$ cat src/rtl/toy_audio_pkg.sv
// toy_audio_pkg: shared types, widths and saturation helper for the audio output stage
package toy_audio_pkg;
  typedef enum logic [1:0] {MUTED, RAMP_UP, PLAY, RAMP_DOWN} ramp_state_t;
  localparam int RAMP_W = 9;
  localparam int PROD_W = 30;
  function automatic logic signed [15:0] sat16(input logic signed [PROD_W-12:0] y);
    return (y[PROD_W-12:15] == {(PROD_W-26){y[15]}}) ? y[15:0] : {y[PROD_W-12], {15{~y[PROD_W-12]}}};
  endfunction
endpackage

$ cat src/rtl/fs_strobe_gen.sv
// fs_strobe_gen: drift-free fractional divider producing FS_HZ ticks per CLK_HZ cycles
module fs_strobe_gen #(
  parameter int CLK_HZ = 50_000_000,
  parameter int FS_HZ = 48_000
) (
  input  logic clk,
  input  logic rst_n,
  output logic tick
);
  logic [25:0] acc;
  logic [26:0] sum;
  assign sum = {1'b0, acc} + 27'(FS_HZ);
  assign tick = sum >= 27'(CLK_HZ);
  always_ff @(posedge clk or negedge rst_n)
    if (!rst_n) acc <= '0;
    else acc <= tick ? 26'(sum - 27'(CLK_HZ)) : sum[25:0];
endmodule

$ cat src/rtl/toy_audio_out.sv
// toy_audio_out: resamples core PCM at FS_HZ with volume, click-free mute ramp and 16-bit saturation
module toy_audio_out
  import toy_audio_pkg::*;
#(
  parameter int CLK_HZ = 50_000_000,
  parameter int FS_HZ = 48_000,
  parameter int RAMP_MAX = 256
) (
  input  logic               clk,
  input  logic               rst_n,
  input  logic signed [15:0] pcm_in,
  input  logic [3:0]         vol,
  input  logic               mute,
  input  logic               clip_clr,
  output logic signed [15:0] pcm_out,
  output logic               sample_stb,
  output logic               clip,
  output logic               muted
);
  localparam logic [RAMP_W-1:0] RMAX = RAMP_W'(RAMP_MAX);
  localparam logic [RAMP_W-1:0] ONE = RAMP_W'(1);
  ramp_state_t state;
  logic tick, v1, v2, sat;
  logic [RAMP_W-1:0] ramp, ramp_r;
  logic signed [15:0] pcm_r;
  logic [3:0] vol_r;
  logic signed [PROD_W-1:0] prod;
  logic signed [PROD_W-12:0] y;
  fs_strobe_gen #(.CLK_HZ(CLK_HZ), .FS_HZ(FS_HZ)) u_stb (.clk(clk), .rst_n(rst_n), .tick(tick));
  assign muted = state == MUTED;
  assign y = (PROD_W-11)'(prod >>> 11);
  assign sat = y[PROD_W-12:15] != {(PROD_W-26){y[15]}};
  // direction reversals hold the current level for one tick, so the ramp never jumps
  always_ff @(posedge clk or negedge rst_n)
    if (!rst_n) begin
      state <= MUTED;
      ramp <= '0;
    end else if (tick)
      case (state)
        MUTED: if (!mute) state <= RAMP_UP;
        RAMP_UP:
          if (mute) state <= (ramp == '0) ? MUTED : RAMP_DOWN;
          else begin
            ramp <= ramp + ONE;
            if (ramp + ONE == RMAX) state <= PLAY;
          end
        PLAY: if (mute) state <= RAMP_DOWN;
        RAMP_DOWN:
          if (!mute) state <= (ramp == RMAX) ? PLAY : RAMP_UP;
          else begin
            ramp <= ramp - ONE;
            if (ramp == ONE) state <= MUTED;
          end
        default: state <= MUTED;
      endcase
  always_ff @(posedge clk or negedge rst_n)
    if (!rst_n) begin
      v1 <= 1'b0;
      v2 <= 1'b0;
      sample_stb <= 1'b0;
      clip <= 1'b0;
      pcm_out <= '0;
      pcm_r <= '0;
      vol_r <= '0;
      ramp_r <= '0;
      prod <= '0;
    end else begin
      v1 <= tick;
      v2 <= v1;
      sample_stb <= v2;
      if (tick) begin
        pcm_r <= pcm_in;
        vol_r <= vol;
        ramp_r <= ramp;
      end
      if (v1) prod <= PROD_W'(pcm_r) * PROD_W'($signed({1'b0, vol_r})) * PROD_W'($signed({1'b0, ramp_r}));
      if (v2) pcm_out <= sat16(y);
      clip <= (v2 & sat) | (clip & ~clip_clr);
    end
endmodule

$ cat config.mk
export PLATFORM = sky130hd
export DESIGN_NAME = toy_audio_out
export DESIGN_NICKNAME = d
export VERILOG_FILES = /design/src/rtl/toy_audio_pkg.sv /design/src/rtl/fs_strobe_gen.sv /design/src/rtl/toy_audio_out.sv
export SDC_FILE = /design/constraint.sdc
export NUM_CORES = 1
export LEC_CHECK = 0
export ABC_AREA = 1
export ABC_CLOCK_PERIOD_IN_PS = 7200
export BUFFER_PORTS_ARGS = -buffer_cell sky130_fd_sc_hd__buf_4
export CAP_MARGIN = 20
export CORE_ASPECT_RATIO = 1.4
export CORE_MARGIN = 3
export CORE_UTILIZATION = 55
export CTS_CLUSTER_DIAMETER = 200
export CTS_CLUSTER_SIZE = 40
export DETAILED_ROUTE_END_ITERATION = 12
export HOLD_SLACK_MARGIN = 0.06
export PLACE_DENSITY = 0.73
export SLEW_MARGIN = 20
export SYNTH_ARGS = -nofsm -noshare
export SYNTH_HDL_FRONTEND = slang
export SYNTH_HIERARCHICAL = 1
export SYNTH_SLANG_ARGS = --single-unit
$ cat constraint.sdc
create_clock -name clk -period 7.2 [get_ports clk]
set_input_delay 1.8 -clock clk [delete_from_list [all_inputs] [get_ports clk]]
set_output_delay 1.8 -clock clk [all_outputs]
set_load 0.005 [all_outputs]
==> results of run 1 <==
timing repair:
| action | CTS | global route |
|---|---|---|
| pin swaps | 99 | 160 |
| resized for setup | 220 | 208 |
| setup endpoints to repair | 19 | 19 |
| buffers inserted | 39 | 31 |
cell usage in the layout, fill, tap and decap left out, drive strengths merged, types with 14 or more instances in the layout:
master    n
nand4    19
xor2     27
xnor2    18
o21ai    49
nand2   573
a21oi    66
fa      186
nor2    196
ha      108
inv     430
or2      23
nand3    97
dfrtp    98
buf     287
nor3     14
cells by family (layout without fill, tap and decap cells):
group / after synthesis / count (layout) / share of synthesized area (%)
AO/OA/AOI/OAI: 156 / 156 / 6.18
buffers and inverters: 477 / 733 / 12.5
AND/OR/NAND/NOR: 937 / 937 / 27.5
adder cells (fa/ha/maj): 294 / 294 / 34.4
flip-flops: 98 / 98 / 16.6
XOR/XNOR: 45 / 45 / 2.95
power by group:
part	leakage (uW)	internal, uW	switching [uW]	total [uW]
Clock	0.000153	280	272	552
Combinational	0.00911	13.7	22.4	36.1
Sequential	0.00119	552	4.47	557
final timing paths:
path / end / slack [ns] / depth (start not counted)
worst max-delay path: prod[29]$_DFFE_PN0P_ / -0.62 / 40
worst min-delay path: prod[24]$_DFFE_PN0P_ / 0.48 / 2
worst max register to register: prod[29]$_DFFE_PN0P_ / -0.62 / 40
worst min register to register: prod[24]$_DFFE_PN0P_ / 0.48 / 2
max in group asynchronous: vol_r[3]$_DFFE_PN0P_ / 4.66 / 2
min in group asynchronous: ramp_r[7]$_DFFE_PN0P_ / 1.50 / 1
stage by stage:
stage / total power [uW] / hold slack [ns] / instance area, sq um / instances / util [%]
floorplan: 579 / 0.352 / 15100 / 2007 / -
global placement: 604 / 0.463 / 16900 / 2505 / 64.4
detailed placement: 605 / 0.466 / 16900 / 2505 / 64.4
CTS: 1150 / 0.478 / 18500 / 2559 / 70.3
global route: 1180 / 0.511 / 19400 / 2587 / 74.0
finish: 1140 / 0.480 / 19400 / 2587 / 74.0
flip-flops by register name (all words and copies together), names as in the netlist:
register,flops
state,2
ramp,9
pcm_out,16
ramp_r,9
sample_stb,1
u_stb/acc,19
v1,1
pcm_r,16
vol_r,4
prod,19
v2,1
clip,1
worst max-delay path: cells and delay by family (launching register included):
kind,cells,cell delay [ns]
buffers and inverters,10,0.75
adder cells (fa/ha/maj),10,4.33
AO/OA/AOI/OAI,2,0.27
AND/OR/NAND/NOR,18,1.88
flip-flops,1,0.47
area by class of cell:
class	instances	area, sq um	share of cell area (%)
timing repair buffer	287	2310	11.9
clock inverter	7	93.8	0.483
clock buffer	9	225	1.16
inverter	430	1640	8.45
tap	324	405	2.09
sequential	98	2460	12.6
multi-input combinational	1432	12300	63.3
metal layers:
metal  up-vias  GRT usage [%]  share of wire, %
met1      6896           32.1                36
met5         -              0                 0
met2       526           51.6                53
met3       193           3.48               4.3
met4         0           15.1               6.4
li1       6551              -                 -
==> results_dict.tcl, run 1 <==
set metrics [dict create \
    clock_path_buffers 2 \
    avgSynthCellArea_sq_um 7.36 \
    n_fill_cell 1863 \
    initial_utilization_pct 56.2 \
    worstSetupPathType "register to register" \
    grt_pass1_wl_um 66000 \
    via_per_inst 5.48 \
    synth.area.top_cells "fa_1, dfrtp_1, nand2_1, inv_1, ha_1" \
    layout-drive-gt1-share_pct 31.9 \
    yosysUniqueCellTypes 57 \
    nNetsFinal 2576 \
    wirelength_um 43600 \
    status "complete, but fails checks" \
    setup.worst_path.start "vol_r[3]$_DFFE_PN0P_" \
    worstMarginPinSlew_ns 0.841 \
    ys.flop_type "dfrtp_1" \
    grt_max_degree 59 \
    synth_most_common_cell "nand2_1" \
    grt_pass1_vias 14300 \
    area_growth_pct 31.6 \
    io_buffers 42 \
    synth_edf_count 0 \
    postRouteAntennaNets 0 \
    maxSlewViolCount 0 \
    worst_setup_path_start_kind "register" \
    synthesis.area_sq_um 14800 \
    reg2reg_from "vol_r[3]$_DFFE_PN0P_" \
    routedWlPerCell_um 16.9 \
    tns_ns -7.98 \
    cts_sinks 98 \
    synthTopCellsByCount "nand2_1, inv_1, nor2_1, fa_1, ha_1" \
    skew_ns 0.0114 \
    antenna_found_initial 0 \
    synth_top_area_share_pct 25.2 \
    pre_cts_ws_ns -0.829 \
    htree_levels 3 \
    die_area_sq_um 28900 \
    synth.net_count 2325 \
    setup_slack_ns -0.618 \
    cts_root_buf "clkbuf_16" \
    maxCapViolations 0 \
    globalplace.congestion 0.895 \
    crit_path_max_fanout 8 \
    cts.clk_slew.worst_paths_ns 0.08 \
    power_density_nw_per_um2 58.9 \
    coreArea_sq_um 26300 \
    yosys_warnings 6 \
    drt_iter0_markers 730 \
    worst_ir_drop_vdd_mv 0.123 \
    clock.fmax_ghz 0.128 \
    async_flop_share_pct 100 \
    cpPeakStageDelay_ns 0.54 \
    endpoint_kind "register" \
    violations "negative setup slack" \
    p_leak_uw 0.0105 \
    crit_top_cell "fa_1" \
    n_antenna_cell 0 \
    grt_overflow 0 \
    die_y_um 200 \
    hpwl_um 29700 \
    slew_headroom_pct 43.9 \
    hp-class "register to register" \
    ctsHoldBuffers 0 \
    rsz0062_at_grt "true" \
    synth_seq_area_share_pct 16.6 \
    syn-instance-count 2007 \
    io_pins 43 \
    yosys.area.top_type "fa_1" \
    cp_slowest_cell "fa_1" \
    rows 70 \
    finalSetupViolations 19 \
    dr.pass1.iters 5 \
    die_w_um 145 \
    required_ns 7.48 \
    vias 14200 \
    drc_errors 0 \
    hp-start "prod[24]$_DFFE_PN0P_" \
    finalHoldViolCount 0 \
    synth-seq-cells 98 \
    post-route-min-period_ns 7.82 \
    track_usage_pct 28.3 \
    cts_made_buffers 9 \
    cts_tree "yes" \
    critPathArrivalTime_ns 8.10 \
    finalCritPeriodShare_pct 109 \
    clk_latency_ns 0.39 \
]
(Power assumes the default switching activity.)
==> run 2: changes to the inputs <==
CORE_UTILIZATION = 25   (was 55)
PLACE_DENSITY = 0.38   (was 0.73)
==> run 2 against run 1 <==
The flow still finishes with violations (negative setup slack); count of clock-buffer cells in the layout increased by 1; die area grew 110%; clock power grew 6.0%; core utilization shrank 40 points; maximum frequency increased by 1.6%; critical path type unchanged; critical endpoint is now prod[21]$_DFFE_PN0P_.
==> results_dict.tcl, run 2 (synthesis results as in run 1) <==
set metrics [dict create \
    status "complete, but fails checks" \
    violations "negative setup slack" \
    hold_ws_ns 0.481 \
    cts.clk_slew.worst_paths_ns 0.10 \
    grt_max_degree 59 \
    vias 12900 \
    hp-start "prod[16]$_DFFE_PN0P_" \
    rows 104 \
    wirelength_um 42300 \
    routedWlPerCell_um 14.1 \
    top_layer "met4" \
    dr_wl_met3_um 696 \
    critPathArrivalTime_ns 7.97 \
    endpoint_kind "register" \
    io_buffers 42 \
    clock.fmax_ghz 0.130 \
    dr.pass1.iters 5 \
    worstMarginPinSlew_ns 0.781 \
    largestRegisters "prod (19), u_stb/acc (19)" \
    min_to "prod[16]$_DFFE_PN0P_" \
    grt_overflow 0 \
    post-route-min-period_ns 7.70 \
    crit_top_cell "fa_1" \
    power_density_nw_per_um2 60.7 \
    nNetsFinal 2574 \
    crit_path_max_fanout 15 \
    hpwl_um 35000 \
    n_antenna_cell 0 \
    met2_length_um 22100 \
    layout-drive-gt1-share_pct 27.7 \
    worstSetupPathType "register to register" \
    area_growth_pct 31.6 \
    finalSetupViolations 19 \
    finalHoldViolCount 0 \
    hp-class "register to register" \
    rsz0062_at_grt "true" \
    clock_path_buffers 2 \
    cts_tree "yes" \
    htree_levels 3 \
    die_area_sq_um 62100 \
    n_fill_cell 6326 \
    setup_slack_ns -0.498 \
    worst_ir_drop_vdd_mv 0.132 \
    required_ns 7.47 \
    r2r_cells 37 \
    maxSlewViolCount 0 \
    p_leak_uw 0.0103 \
    whs_path_depth 2 \
    via_per_inst 4.28 \
    track_usage_pct 14.3 \
    drc_errors 0 \
    postRouteAntennaNets 0 \
    grt_pass1_wl_um 71600 \
    grt_pass1_vias 14100 \
    worst_setup_path_start_kind "register" \
    die_y_um 294 \
    reg2reg_from "vol_r[2]$_DFFE_PN0P_" \
    drt_iter0_markers 379 \
    dp.cells 2960 \
    io_pins 43 \
    mostFrequentLayoutCells "nand2_1, inv_1, buf_4, fa_1, nor2_1" \
    maxCapViolations 0 \
    wl_met1_um 18300 \
    die_w_um 211 \
    cp_slowest_cell "fa_1" \
    final_cells 3003 \
    globalplace.congestion 0.837 \
    cts_made_buffers 9 \
    ctsHoldBuffers 0 \
    postLayoutCoreUtil_pct 33.5 \
    cts_root_buf "clkbuf_16" \
    total_power_uw 1180 \
    initial_utilization_pct 25.5 \
    reg2reg_slack_ns -0.50 \
    coreArea_sq_um 58000 \
    clk_latency_ns 0.40 \
    antenna_found_initial 0 \
    finalCritPeriodShare_pct 107 \
    skew_ns 0.0298 \
    layout_commonest_cell "nand2_1" \
    cts_sinks 98 \
    slew_headroom_pct 47.5 \
    timing.rr.end "prod[21]$_DFFE_PN0P_" \
    cpPeakStageDelay_ns 0.52 \
]
==> run 2: final cells by class <==
type	instances	area, sq um	share of cell area [%]
sequential	98	2450	12.6
inverter	430	1630	8.36
multi-input combinational	1432	11900	61.0
clock buffer	10	229	1.18
clock inverter	6	98.8	0.508
tap	742	928	4.78
timing repair buffer	285	2240	11.5
==> run 2: power by group <==
part / leakage [uW] / switching [uW] / internal (uW)
clock: 0.000157 / 274 / 311
sequential: 0.00119 / 4.77 / 552
combinational: 0.00897 / 23.9 / 13.7
==> run 2: what timing repair did <==
action	CTS	global route
setup endpoints to repair	19	19
setup buffers	19	8
cloned	0	0
pin swaps	65	44
gates resized for setup	168	90
==> run 2: worst max-delay path, delay by kind of cell (launching register included) <==
kind,cells,cell delay [ns]
adder cells (fa/ha/maj),10,4.23
AND/OR/NAND/NOR,10,1.20
buffers and inverters,11,0.88
AO/OA/AOI/OAI,5,0.72
flip-flops,1,0.42
XOR/XNOR,1,0.12
==> run 2: how the worst max path moves through the flow <==
stage,startpoint,to,slack (ns),cells past startpoint
global route,vol_r[3]$_DFFE_PN0P_,prod[29]$_DFFE_PN0P_,-0.81,39
CTS,vol_r[2]$_DFFE_PN0P_,prod[21]$_DFFE_PN0P_,-0.41,34
detailed placement,vol_r[2]$_DFFE_PN0P_,prod[25]$_DFFE_PN0P_,-0.84,35
finish,vol_r[2]$_DFFE_PN0P_,prod[21]$_DFFE_PN0P_,-0.50,37
floorplan,vol_r[3]$_DFFE_PN0P_,prod[29]$_DFFE_PN0P_,0.0003,42
global placement,vol_r[2]$_DFFE_PN0P_,prod[25]$_DFFE_PN0P_,-0.88,35
==> run 2: metal layers <==
| metal | global-route usage [%] | vias to the layer above |
|---|---|---|
| li1 | - | 6531 |
| met1 | 17.0 | 6141 |
| met2 | 26.9 | 127 |
| met3 | 1.57 | 54 |
| met4 | 4.56 | 0 |
| met5 | 0 | - |
==> run 2: metrics by stage <==
step           area (sq um)  setup TNS (ns)  setup slack [ns]
4_1_cts               19000           -5.10            -0.405
6_report              19400           -5.47            -0.498
5_1_grt               19400          -11.86            -0.812
3_5_place_dp          17800          -11.01            -0.840
3_3_place_gp          17800          -11.29            -0.877
2_1_floorplan         15100               0          0.000257
==> run 3: changes to the inputs <==
--- a/config.mk
+++ b/config.mk
@@ -13,3 +13,3 @@
 export CORE_MARGIN = 3
-export CORE_UTILIZATION = 25
+export CORE_UTILIZATION = 59
 export CTS_CLUSTER_DIAMETER = 200
@@ -18,3 +18,3 @@
 export HOLD_SLACK_MARGIN = 0.06
-export PLACE_DENSITY = 0.38
+export PLACE_DENSITY = 0.77
 export SLEW_MARGIN = 20
--- a/constraint.sdc
+++ b/constraint.sdc
@@ -3,2 +3,2 @@
 set_output_delay 1.8 -clock clk [all_outputs]
-set_load 0.005 [all_outputs]
+set_load 0.05 [all_outputs]
==> run 3 against run 2 <==
The run still ends with negative setup slack left; highest routed layer unchanged; clock power fell by 9.1%; sequential power barely moved; routed wire length rose by 20%.
==> results_dict.tcl, run 3 (synthesis results as in run 1) <==
set metrics [dict create \
    cts.clk_slew.worst_paths_ns 0.09 \
    hpwl_um 30500 \
    drt_iter0_markers 1347 \
    skew_ns 0.0144 \
    final_cells 2576 \
    grt_use_met1_pct 34.7 \
    finalCritPeriodShare_pct 111 \
    worst_setup_path_start_kind "register" \
    register_area_sq_um 2450 \
    maxCapViolations 0 \
    violations "negative setup slack" \
    nNetsFinal 2579 \
    vias 14900 \
    ctsHoldBuffers 0 \
    required_ns 7.48 \
    finalHoldViolCount 0 \
    final_area_sq_um 19700 \
    setup.worst_path.start "vol_r[3]$_DFFE_PN0P_" \
    grt_pass1_wl_um 70600 \
    n_fill_cell 1390 \
    setup_slack_ns -0.770 \
    crit_top_cell "fa_1" \
    layout-drive-gt1-share_pct 33.4 \
    clk_latency_ns 0.38 \
    cts_sinks 98 \
    r2r_cells 37 \
    worstMarginPinSlew_ns 1.01 \
    n_antenna_cell 0 \
    reg2reg_slack_ns -0.77 \
    multi_input_area_sq_um 12500 \
    dr.pass1.iters 6 \
    io_buffers 42 \
    grt_pass1_vias 14800 \
    post-route-min-period_ns 7.97 \
    drc_errors 0 \
    clock.fmax_ghz 0.125 \
    rows 67 \
    globalplace.congestion 0.938 \
    coreArea_sq_um 24300 \
    endpoint_kind "register" \
    clock_path_buffers 2 \
    rsz0062_at_grt "true" \
    io_pins 43 \
    htree_levels 3 \
    p_leak_uw 0.0105 \
    met2_usage_pct 59.1 \
    largestRegisters "prod (19), u_stb/acc (19)" \
    reg2reg_from "vol_r[3]$_DFFE_PN0P_" \
    mostFrequentLayoutCells "nand2_1, inv_1, buf_4, fa_1, nor2_1" \
    slew_headroom_pct 32.8 \
    grt_busiest_layer "met2" \
    finalSetupViolations 19 \
    postRouteAntennaNets 0 \
    total_power_uw 1130 \
    layout_commonest_cell "nand2_1" \
    maxSlewViolCount 0 \
    critPathArrivalTime_ns 8.25 \
    via_per_inst 5.80 \
    pre_cts_ws_ns -0.812 \
    timing.rr.end "prod[29]$_DFFE_PN0P_" \
    routedWlPerCell_um 19.7 \
    dpl_cell_area_sq_um 17000 \
    antenna_found_initial 0 \
    worst_ir_drop_vdd_mv 0.108 \
    crit_path_max_fanout 6 \
    die_area_sq_um 27000 \
    cts_made_buffers 9 \
    cp_slowest_cell "fa_1" \
    cts_tree "yes" \
    power_density_nw_per_um2 57.2 \
    initial_utilization_pct 60.8 \
    gr-usage-met3_pct 3.24 \
    die_w_um 140 \
    status "complete, but fails checks" \
    die_y_um 193 \
    area_growth_pct 33.3 \
    cts_root_buf "clkbuf_16" \
    tns_ns -11.61 \
    track_usage_pct 31.8 \
    dp.cells 2503 \
    wirelength_um 50800 \
    worstSetupPathType "register to register" \
    crit_path_end "prod[29]$_DFFE_PN0P_" \
    grt_overflow 0 \
    hp-class "register to register" \
    grt_max_degree 74 \
    cpPeakStageDelay_ns 0.59 \
]
-- run 3: timing repair --
item	CTS	global route
setup endpoints to repair	19	19
resized for setup	251	236
cloned	0	1
pin swaps	191	161
buffers inserted	35	27
-- run 3: critical path: cells and delay by family, from the launching register on --
kind | cells | cell delay (ns)
XOR/XNOR | 1 | 0.14
flip-flops | 1 | 0.46
buffers and inverters | 11 | 0.96
AO/OA/AOI/OAI | 3 | 0.42
AND/OR/NAND/NOR | 12 | 1.36
adder cells (fa/ha/maj) | 10 | 4.51
-- run 3: area by class of cell --
class	instances	share of cell area, %
Clock buffer	9	1.14
Clock inverter	7	0.413
Inverter	430	8.41
Multi-Input combinational cell	1432	63.4
Sequential cell	98	12.5
Tap cell	310	1.97
Timing Repair Buffer	290	12.3
-- run 3: routing by layer --
layer	share of wire (%)	up-vias
li1	-	6571
met1	33	7111
met2	51	884
met3	6.7	367
met4	9.5	0
met5	0	-
-- run 3: worst min path at each step --
stage	start	to	slack, ns	depth (start not counted)
final	prod[16]$_DFFE_PN0P_	prod[16]$_DFFE_PN0P_	0.48	2
after detailed placement	pcm_out[15]$_DFFE_PN0P_	pcm_out[15]$_DFFE_PN0P_	0.46	2
after global placement	pcm_out[15]$_DFFE_PN0P_	pcm_out[15]$_DFFE_PN0P_	0.46	2
after floorplan	v2$_DFF_PN0_	sample_stb$_DFF_PN0_	0.35	0
after global routing	prod[16]$_DFFE_PN0P_	prod[16]$_DFFE_PN0P_	0.50	2
after CTS	prod[16]$_DFFE_PN0P_	prod[16]$_DFFE_PN0P_	0.48	2
-- run 3: metrics by stage --
stage	hold slack [ns]	util (%)
4_1_cts	0.479	76.5
2_1_floorplan	0.352	-
3_3_place_gp	0.458	70.0
3_5_place_dp	0.465	70.0
6_report	0.481	81.0
5_1_grt	0.502	81.0
-- run 3: power breakdown --
part	leakage [uW]	switching (uW)	internal, uW	total, uW
sequential	0.00119	4.47	552	557
clock	0.000150	283	250	532
combinational	0.00920	24.2	13.8	38.0
